## config.mk

```make
export PLATFORM = sky130hd
export DESIGN_NAME = multicycle_ctrl
export DESIGN_NICKNAME = d
export VERILOG_FILES = /design/src/rtl/multicycle_ctrl.sv
export SDC_FILE = /design/constraint.sdc
export NUM_CORES = 1
export LEC_CHECK = 0
export ABC_CLOCK_PERIOD_IN_PS = 3400
export BUFFER_PORTS_ARGS = -buffer_cell sky130_fd_sc_hd__buf_2
export CAP_MARGIN = 20
export CORE_ASPECT_RATIO = 1.25
export CORE_MARGIN = 2
export CORE_UTILIZATION = 45
export CTS_CLUSTER_SIZE = 30
export DETAILED_ROUTE_END_ITERATION = 7
export PLACE_DENSITY = 0.77
export SYNTH_ARGS = -nofsm -noshare
export SYNTH_HDL_FRONTEND = slang
export SYNTH_SLANG_ARGS = --single-unit
```

## constraint.sdc

```tcl
create_clock -name i_clk -period 3.4 [get_ports i_clk]
set_input_delay 0.68 -clock i_clk [delete_from_list [all_inputs] [get_ports i_clk]]
set_output_delay 0.68 -clock i_clk [all_outputs]
set_load 0.01 [all_outputs]
```

## src/rtl/multicycle_ctrl.sv

```systemverilog
// multicycle_ctrl: control FSM for a multicycle RISC-V core (lw/sw/R/I/beq/jal) with a retired-instruction counter.
// Define MULTICYCLE_CTRL_ILLEGAL_TRAP_EN to trap unsupported opcodes in a sticky ILLEGAL state.
module multicycle_ctrl #(
   parameter int CNT_W = 32
) (
   input  logic             i_clk,
   input  logic             i_rst_n,
   input  logic [6:0]       i_op,
   input  logic             i_zero,
   input  logic             i_mem_ready,
   output logic [1:0]       o_immsrc,
   output logic [1:0]       o_alusrca,
   output logic [1:0]       o_alusrcb,
   output logic [1:0]       o_aluop,
   output logic [1:0]       o_resultsrc,
   output logic             o_adrsrc,
   output logic             o_mem_req,
   output logic             o_irwrite,
   output logic             o_pcwrite,
   output logic             o_regwrite,
   output logic             o_memwrite,
   output logic [3:0]       o_state,
   output logic [CNT_W-1:0] o_instret,
   output logic             o_illegal
);
   typedef enum logic [3:0] {
      FETCH = 4'd0, DECODE = 4'd1, MEMADR = 4'd2, MEMREAD = 4'd3, MEMWB = 4'd4, MEMWRITE = 4'd5,
      EXECR = 4'd6, EXECI = 4'd7, ALUWB = 4'd8, BEQ = 4'd9, JAL = 4'd10, ILLEGAL = 4'd11
   } state_t;
   typedef struct packed {
      logic [1:0] immsrc, alusrca, alusrcb, aluop, resultsrc;
      logic       adrsrc, mem_req, memwrite, regwrite, irw, pcw, br;
   } ctl_t;
   localparam logic [6:0] OP_LW = 7'b0000011, OP_SW = 7'b0100011, OP_R = 7'b0110011,
                          OP_I = 7'b0010011, OP_BEQ = 7'b1100011, OP_JAL = 7'b1101111;
`ifdef MULTICYCLE_CTRL_ILLEGAL_TRAP_EN
   localparam state_t BAD_OP = ILLEGAL;
   logic illegal;
   assign o_illegal = illegal;
`else
   localparam state_t BAD_OP = FETCH;
   assign o_illegal = 1'b0;
`endif
   state_t state, nxt;
   ctl_t ctl;
   logic retire;
   logic [CNT_W-1:0] instret;

   // Moore part of the decode; irw also gates the FETCH pc write, br gates the branch pc write
   function automatic ctl_t ctl_of(input state_t s, input logic [6:0] op);
      ctl_t c;
      c = '0;
      case (s)
         FETCH:    begin c.mem_req = 1'b1; c.alusrcb = 2'b10; c.resultsrc = 2'b10; c.irw = 1'b1; end
         DECODE:   begin c.alusrca = 2'b01; c.alusrcb = 2'b01; c.immsrc = 2'b10; end
         MEMADR:   begin c.alusrca = 2'b10; c.alusrcb = 2'b01; c.immsrc = (op == OP_SW) ? 2'b01 : 2'b00; end
         MEMREAD:  begin c.adrsrc = 1'b1; c.mem_req = 1'b1; end
         MEMWB:    begin c.resultsrc = 2'b01; c.regwrite = 1'b1; end
         MEMWRITE: begin c.adrsrc = 1'b1; c.mem_req = 1'b1; c.memwrite = 1'b1; end
         EXECR:    begin c.alusrca = 2'b10; c.aluop = 2'b10; end
         EXECI:    begin c.alusrca = 2'b10; c.alusrcb = 2'b01; c.aluop = 2'b10; end
         ALUWB:    c.regwrite = 1'b1;
         BEQ:      begin c.alusrca = 2'b10; c.aluop = 2'b01; c.br = 1'b1; end
         JAL:      begin c.alusrca = 2'b01; c.alusrcb = 2'b10; c.immsrc = 2'b11; c.pcw = 1'b1; end
         default:  ;
      endcase
      return c;
   endfunction

   always_comb begin
      nxt = state;
      case (state)
         FETCH:    nxt = i_mem_ready ? DECODE : FETCH;
         DECODE:   nxt = (i_op == OP_LW || i_op == OP_SW) ? MEMADR :
                         (i_op == OP_R)   ? EXECR :
                         (i_op == OP_I)   ? EXECI :
                         (i_op == OP_BEQ) ? BEQ :
                         (i_op == OP_JAL) ? JAL : BAD_OP;
         MEMADR:   nxt = (i_op == OP_SW) ? MEMWRITE : MEMREAD;
         MEMREAD:  nxt = i_mem_ready ? MEMWB : MEMREAD;
         MEMWRITE: nxt = i_mem_ready ? FETCH : MEMWRITE;
         MEMWB, ALUWB, BEQ: nxt = FETCH;
         EXECR, EXECI, JAL: nxt = ALUWB;
         ILLEGAL:  nxt = ILLEGAL;
         default:  nxt = FETCH;
      endcase
   end

   assign retire = (nxt == FETCH) &&
                   (state == MEMWB || state == MEMWRITE || state == ALUWB || state == BEQ);

   always_ff @(posedge i_clk) begin
      if (!i_rst_n) begin
         state   <= FETCH;
         ctl     <= ctl_of(FETCH, i_op);
         instret <= '0;
`ifdef MULTICYCLE_CTRL_ILLEGAL_TRAP_EN
         illegal <= 1'b0;
`endif
      end else begin
         state   <= nxt;
         ctl     <= ctl_of(nxt, i_op);
         instret <= instret + CNT_W'(retire);
`ifdef MULTICYCLE_CTRL_ILLEGAL_TRAP_EN
         illegal <= illegal | (nxt == ILLEGAL);
`endif
      end
   end

   assign o_immsrc    = ctl.immsrc;
   assign o_alusrca   = ctl.alusrca;
   assign o_alusrcb   = ctl.alusrcb;
   assign o_aluop     = ctl.aluop;
   assign o_resultsrc = ctl.resultsrc;
   assign o_adrsrc    = ctl.adrsrc;
   assign o_mem_req   = ctl.mem_req;
   assign o_memwrite  = ctl.memwrite;
   assign o_regwrite  = ctl.regwrite;
   assign o_irwrite   = ctl.irw & i_mem_ready;
   assign o_pcwrite   = ctl.pcw | (ctl.irw & i_mem_ready) | (ctl.br & i_zero);
   assign o_state     = state;
   assign o_instret   = instret;
endmodule
```

# Yosys cells after proc, flatten, opt, wreduce, memory -nomap -nowiden
# Index checks and enable logic that the tools add are counted.
[op_classes] n_addsub=1 n_mul=0 n_div=0 magnitude_cmp=0 eq_ne=27 shifts=0 muxes=23 bitwise=4 n_reduce_logical=16
[ops] op="$add A32 B1 Y32" n=1
[ops] op="$eq A4 B3 Y1 const B" n=8
[ops] op="$eq A4 B4 Y1 const B" n=7
[ops] op="$pmux W4 S7" n=1
[ops] op="$mux W4" n=5
[ops] op="$eq A4 B2 Y1 const B" n=4
[ops] op="$pmux W2 S2" n=4
[ops] op="$eq A7 B6 Y1 const B" n=2
[ops] op="$eq A7 B7 Y1 const B" n=2
[ops] op="$reduce_or A2 Y1" n=5
[ops] op="$mux W1" n=9
[ops] op="$mux W3" n=3
[ops] op="$reduce_or A3 Y1" n=3
[ops] op="$eq A4 B1 Y1 const B" n=2
[ops] op="$logic_not A4 Y1" n=2
[ops] op="$eq A7 B2 Y1 const B" n=1
[ops] op="$eq A7 B5 Y1 const B" n=1
[ops] op="$pmux W2 S3" n=1
[ops] op="$logic_or A1 B1 Y1" n=4
[ops] op="$reduce_or A4 Y1" n=1
[ops] op="$and A1 B1 Y1" n=2
[ops] op="$or A1 B1 Y1" n=2
[ops] op="$logic_and A1 B1 Y1" n=1
[totals] reg_bits=53 latch_bits=0 mem_bits_rw=0 mem_bits_ro=0 inputBits=11 out_inout_bits=53 mem_count=0

# Depth between registers and ports, before layout
[logic_depth] depth_word=10 ltp_mapped=14 depth_no_buf=13

# Worst setup path after synthesis
# OpenSTA, ideal clock, no wires.
[synth_path] path_type="input port to flip-flop" start="input i_op[5]" end="register instret[19] (netlist: o_instret[19])" setup_ns=0.070 t_arrival_ns=3.048 t_required_ns=3.330 path_slack_ns=0.282 stages=12 cell_sequence="nor2b_1 -> a22o_1 -> a22oi_1 -> o21a_1 -> nand3_1 -> nor3b_1 -> ha_1 -> nand3_1 -> nor2_1 -> nand3_2 -> or3_1 -> a21boi_1"
[synth_between] elab_chain_len=10 elab_cells_between_ends=17 classes_between="add/sub (1); eq/ne (6); mux (7); reduce/logical (3)"
[synth_rtl] item="start, declared" line="8" source="input logic [6:0] i_op,"
[synth_rtl] item="$eq A7 B7 Y1" line="78" source="(i_op == OP_JAL) ? JAL : BAD_OP;"
[synth_rtl] item="$mux W4" line="78"
[synth_rtl] item="$mux W4" line="77" source="(i_op == OP_BEQ) ? BEQ :"
[synth_rtl] item="$mux W4" line="76" source="(i_op == OP_I) ? EXECI :"
[synth_rtl] item="$mux W4" line="75" source="(i_op == OP_R) ? EXECR :"
[synth_rtl] item="$mux W4" line="74" source="DECODE: nxt = (i_op == OP_LW || i_op == OP_SW) ? MEMADR :"
[synth_rtl] item="$pmux W4 S7 (*)" line="72" source="case (state)"
[synth_rtl] item="$logic_not A4 Y1 (*)" line="89" source="assign retire = (nxt == FETCH) &&"
[synth_rtl] item="$logic_and A1 B1 Y1 (*)" line="89"
[synth_rtl] item="$add A32 B1 Y32 (*)" line="103" source="instret <= instret + CNT_W'(retire);"
[synth_rtl] item="end signal, assigned" line="103"
[synth_rtl] item="end, declared" line="47" source="logic [CNT_W-1:0] instret;"
# Mark *: on every way between the ends. The rest lies on a longest branch, timed or not.
# A chain may end at the register's enable or synchronous reset.

# Worst setup path in the final report
[layout_path] start="register state[3] (netlist: o_state[3])" end="register instret[22] (netlist: o_instret[22])"
[layout_between] elab_chain_len=6 elab_cells_between_ends=20 classes_between="add/sub (1); eq/ne (11); mux (1); reduce/logical (7)"
[layout_rtl] item="start, declared" line="44" source="state_t state, nxt;"
[layout_rtl] item="start signal, assigned" line="101" source="state <= nxt;"
[layout_rtl] item="$eq A4 B3 Y1, or another cell as far along" line="72"
[layout_rtl] item="$reduce_or A3 Y1 or $logic_or A1 B1 Y1 (tied branches)" line="72, 90"
[layout_rtl] item="$pmux W4 S7 or $logic_or A1 B1 Y1 (tied branches)" line="72, 90"
[layout_rtl] item="$logic_not A4 Y1 or $logic_or A1 B1 Y1 (tied branches)" line="89, 90"
[layout_rtl] item="$logic_and A1 B1 Y1 (*)" line="89"
[layout_rtl] item="$add A32 B1 Y32 (*)" line="103"
# Marked as above.

==> results by group <==
Worst hold path
  – Worst min path class: flip-flop to flip-flop
  – Hold_sp: o_instret[31]
  – Hold endpoint: o_instret[31]
  – WHS Path Cells: 2

Yosys
  – Synth Flop Type: dfxtp_1
  – Post-synth ARST share: 0%
  – Post-synthesis cell type count: 52
  – Synth area leader: dfxtp_1
  – Sequential share of the synthesized area: 41.2%
  – Yosys reg bits: 51
  – Number of synthesized flops with an enable pin: 0
  – Ranking of synthesized cells by area: dfxtp_1, and2_1, xnor2_1, buf_4, nand3_1
  – Post-Syn Instances: between 200 and 300
  – Syn Nets: 280
  – Synthesized area: approximately 2500 sq um
  – Synth Warn #: 0
  – Top-area cell type share of the netlist area: roughly two fifths
  – Avg Cell Area, Syn: roughly 9.3 sq um

Setup path
  – R2R Path End: o_instret[22]
  – Worst Path Max Fanout: 11
  – CP Class: flip-flop to flip-flop
  – R2R Setup Slk: ~0.3 ns
  – Worst EP required: about 3.6 ns
  – Element type at the critical path start: flip-flop
  – CP arrival: ~3.3 ns
  – Origin of the critical flop-to-flop path: o_state[3]
  – CP Capture Type: flip-flop
  – Reg2Reg Depth: 12

Routing
  – Max Used Layer: met4
  – Total iterations of the first detailed-routing run: 4
  – Initial drt markers: 57
  – Per-cell routed wire length: approximately 13 um
  – Met2 routed WL: 2430 um
  – Post-route DRC: 0
  – WL met1: between 2000 and 2500 um
  – Met3 WL: approximately 260 um
  – Post-route ant nets: 0
  – Vias per cell: around 5.2
  – DR vias: between 2000 and 2500
  – Final WL: approximately 5000 um

Run
  – Max_cap viols: 0

GRT
  – Largest net degree at the start of global routing: 43
  – Vias in the first global route: 1827
  – All-Layer GR Usage: 16.3%
  – Initial antenna violation count: 0
  – Grt total ovfl: 0
  – First-pass GRT wire length: about 8000 um

Clock tree
  – Setup Buffers After CTS: 0
  – CTS tree: built
  – Sink Count: just over 50
  – H-tree levels: 2
  – Clock buffer depth: 2
  – CTS-repair resized insts: 0
  – Worst-Skew Late Latency: 0.30 ns
  – Num CTS Buffers: 5
  – Hold_buf cts: 0
  – CTS clk-pin slew, worst paths: approximately 0.09 ns
  – CTS root buf: clkbuf_8

Place
  – HPWL after DPL: approximately 3700 um
  – Place WS: between 0.08 and 0.09 ns
  – GP Congestion: ~0.85
  – Number of I/O port buffers: 62
  – Dpl cells: 380

Timing
  – Setup repair after global routing missed its margin: no
  – Final Hold Vio Count: 0
  – Setup violators final: 0
  – Slew HR: between 50% and 60%
  – Final slew viol count: 0
  – FMAX: 0.323 GHz
  – Fin crit share: between 90 and 100%
  – Min cycle time layout: 3.09 ns
  – Fin Setup TNS: 0 ns
  – Slew @ Worst Pin: 0.635 ns
  – Final setup margin: around 0.31 ns
  – Clk_skew: 0.0116 ns

Floorplan
  – Die extent in y: between 80 and 90 um
  – Rows: 30
  – Die span in x: 70.3 um
  – Die Area: 6120 sq um
  – Initial Util: 46.1%
  – IO Count: 64
  – Core Area: between 5000 and 6000 sq um

Finish
  – Share of layout cells above drive strength 1: ~28%
  – Commonest non-fill, non-tap cell in the layout: buf_2
  – Most frequent cells in the layout: buf_2, dfxtp_1, and2_1, nand2_1, xnor2_1
  – Number of non-filler instances in the completed layout: between 300 and 400
  – Diode count: 0
  – Area growth syn-to-layout: 16.3%
  – Nets@finish: 336

Pwr
  – Leak Pwr: between 0.001 and 0.0015 uW
  – Tot Pwr: about 1000 uW
  – Worst VDD drop: ~0.00015 V
  – Pwr dens: 357 nW/um^2

Outcome
  – Status: finished, final reports clean
-- how the worst max path moves through the flow --
stage                               end        from  slack (ns)
after floorplan           o_instret[19]     i_op[5]        0.28
after global placement     o_instret[8]     i_op[5]        0.14
after detailed placement  o_instret[22]     i_op[5]        0.08
after CTS                 o_instret[22]  o_state[3]        0.33
after global routing      o_instret[26]  o_state[3]        0.08
final                     o_instret[22]  o_state[3]        0.31
-- cells by family (layout without fill, tap and decap cells) --
family	count (synthesis)	count (layout)	synth area share, %
mux	1	1	0.404
xor+xnor	23	23	8.14
compound gates	40	40	11.0
other cells	1	1	0.151
flops	51	51	41.2
fa+ha+maj	2	2	1.01
simple gates	123	123	31.7
buf+inv	26	83	6.32
-- metal layers --
layer  up-vias  track usage (%)
met3        12             4.05
li1       1023                -
met2        64             28.3
met4         0             8.57
met5         -                0
met1       929             18.5
-- worst max-delay path, stage by stage (launching register included) --
cell      delay [ns]
dfxtp_1         0.62
nor4b_1         0.13
a22o_1          0.23
a32o_1          0.23
nor2_1          0.14
nand3_1         0.11
nor3b_1         0.21
ha_1            0.20
ha_1            0.20
and3_1          0.29
nand3_1         0.14
or3_1           0.35
a21boi_1        0.16
-- registers in the layout, indices dropped and copies added (netlist names), 2 cells and up --
name and cells:
o_alusrcb 2, o_resultsrc 2, o_instret 32, ctl 2, o_state 4, o_immsrc 2
o_alusrca 2
-- power breakdown --
part / leakage [uW] / total (uW) / internal, uW / switching, uW
Combinational: 0.000860 / 63.1 / 26.5 / 36.6
Clock: 0.0000484 / 360 / 167 / 193
Sequential: 0.000412 / 606 / 602 / 3.38
Total: 0.00132 / 1030 / 796 / 233
-- metrics by stage --
stage | cell area (sq um) | hold WS (ns) | utilization (%)
3_3_place_gp | 2790 | 0.470 | 51.9
3_5_place_dp | 2790 | 0.492 | 51.9
6_report | 2880 | 0.494 | 53.7
4_1_cts | 2880 | 0.503 | 53.7
2_1_floorplan | 2480 | 0.501 | -
5_1_grt | 2880 | 0.534 | 53.7
-- final cells by class --
type / count / area, sq um
Clock buffer: 7 / 86.3
Clock inverter: 1 / 8.76
Fill cell: 507 / 2490
Inverter: 6 / 22.5
Multi-Input combinational cell: 190 / 1300
Sequential cell: 51 / 1020
Tap cell: 64 / 80.1
Timing Repair Buffer: 69 / 363
-- synthesized netlist by cell type, types with 2 or more instances --
master,number
dfxtp_1,51
and2_1,27
nand2_1,19
xnor2_1,16
nand3_1,15
buf_4,13
nor2_1,12
a21boi_1,9
o21ai_0,9
or3_1,8
xor2_1,7
and3_1,6
inv_1,6
nand4_1,6
a21oi_1,5
and4_1,4
clkbuf_1,4
nand2b_1,4
nor2b_1,3
nor3_1,3
o21a_1,3
a22o_1,2
buf_2,2
ha_1,2
nand4_4,2
nor3b_2,2
o21ai_2,2
No activity file was read; power rests on OpenSTA's default activity.
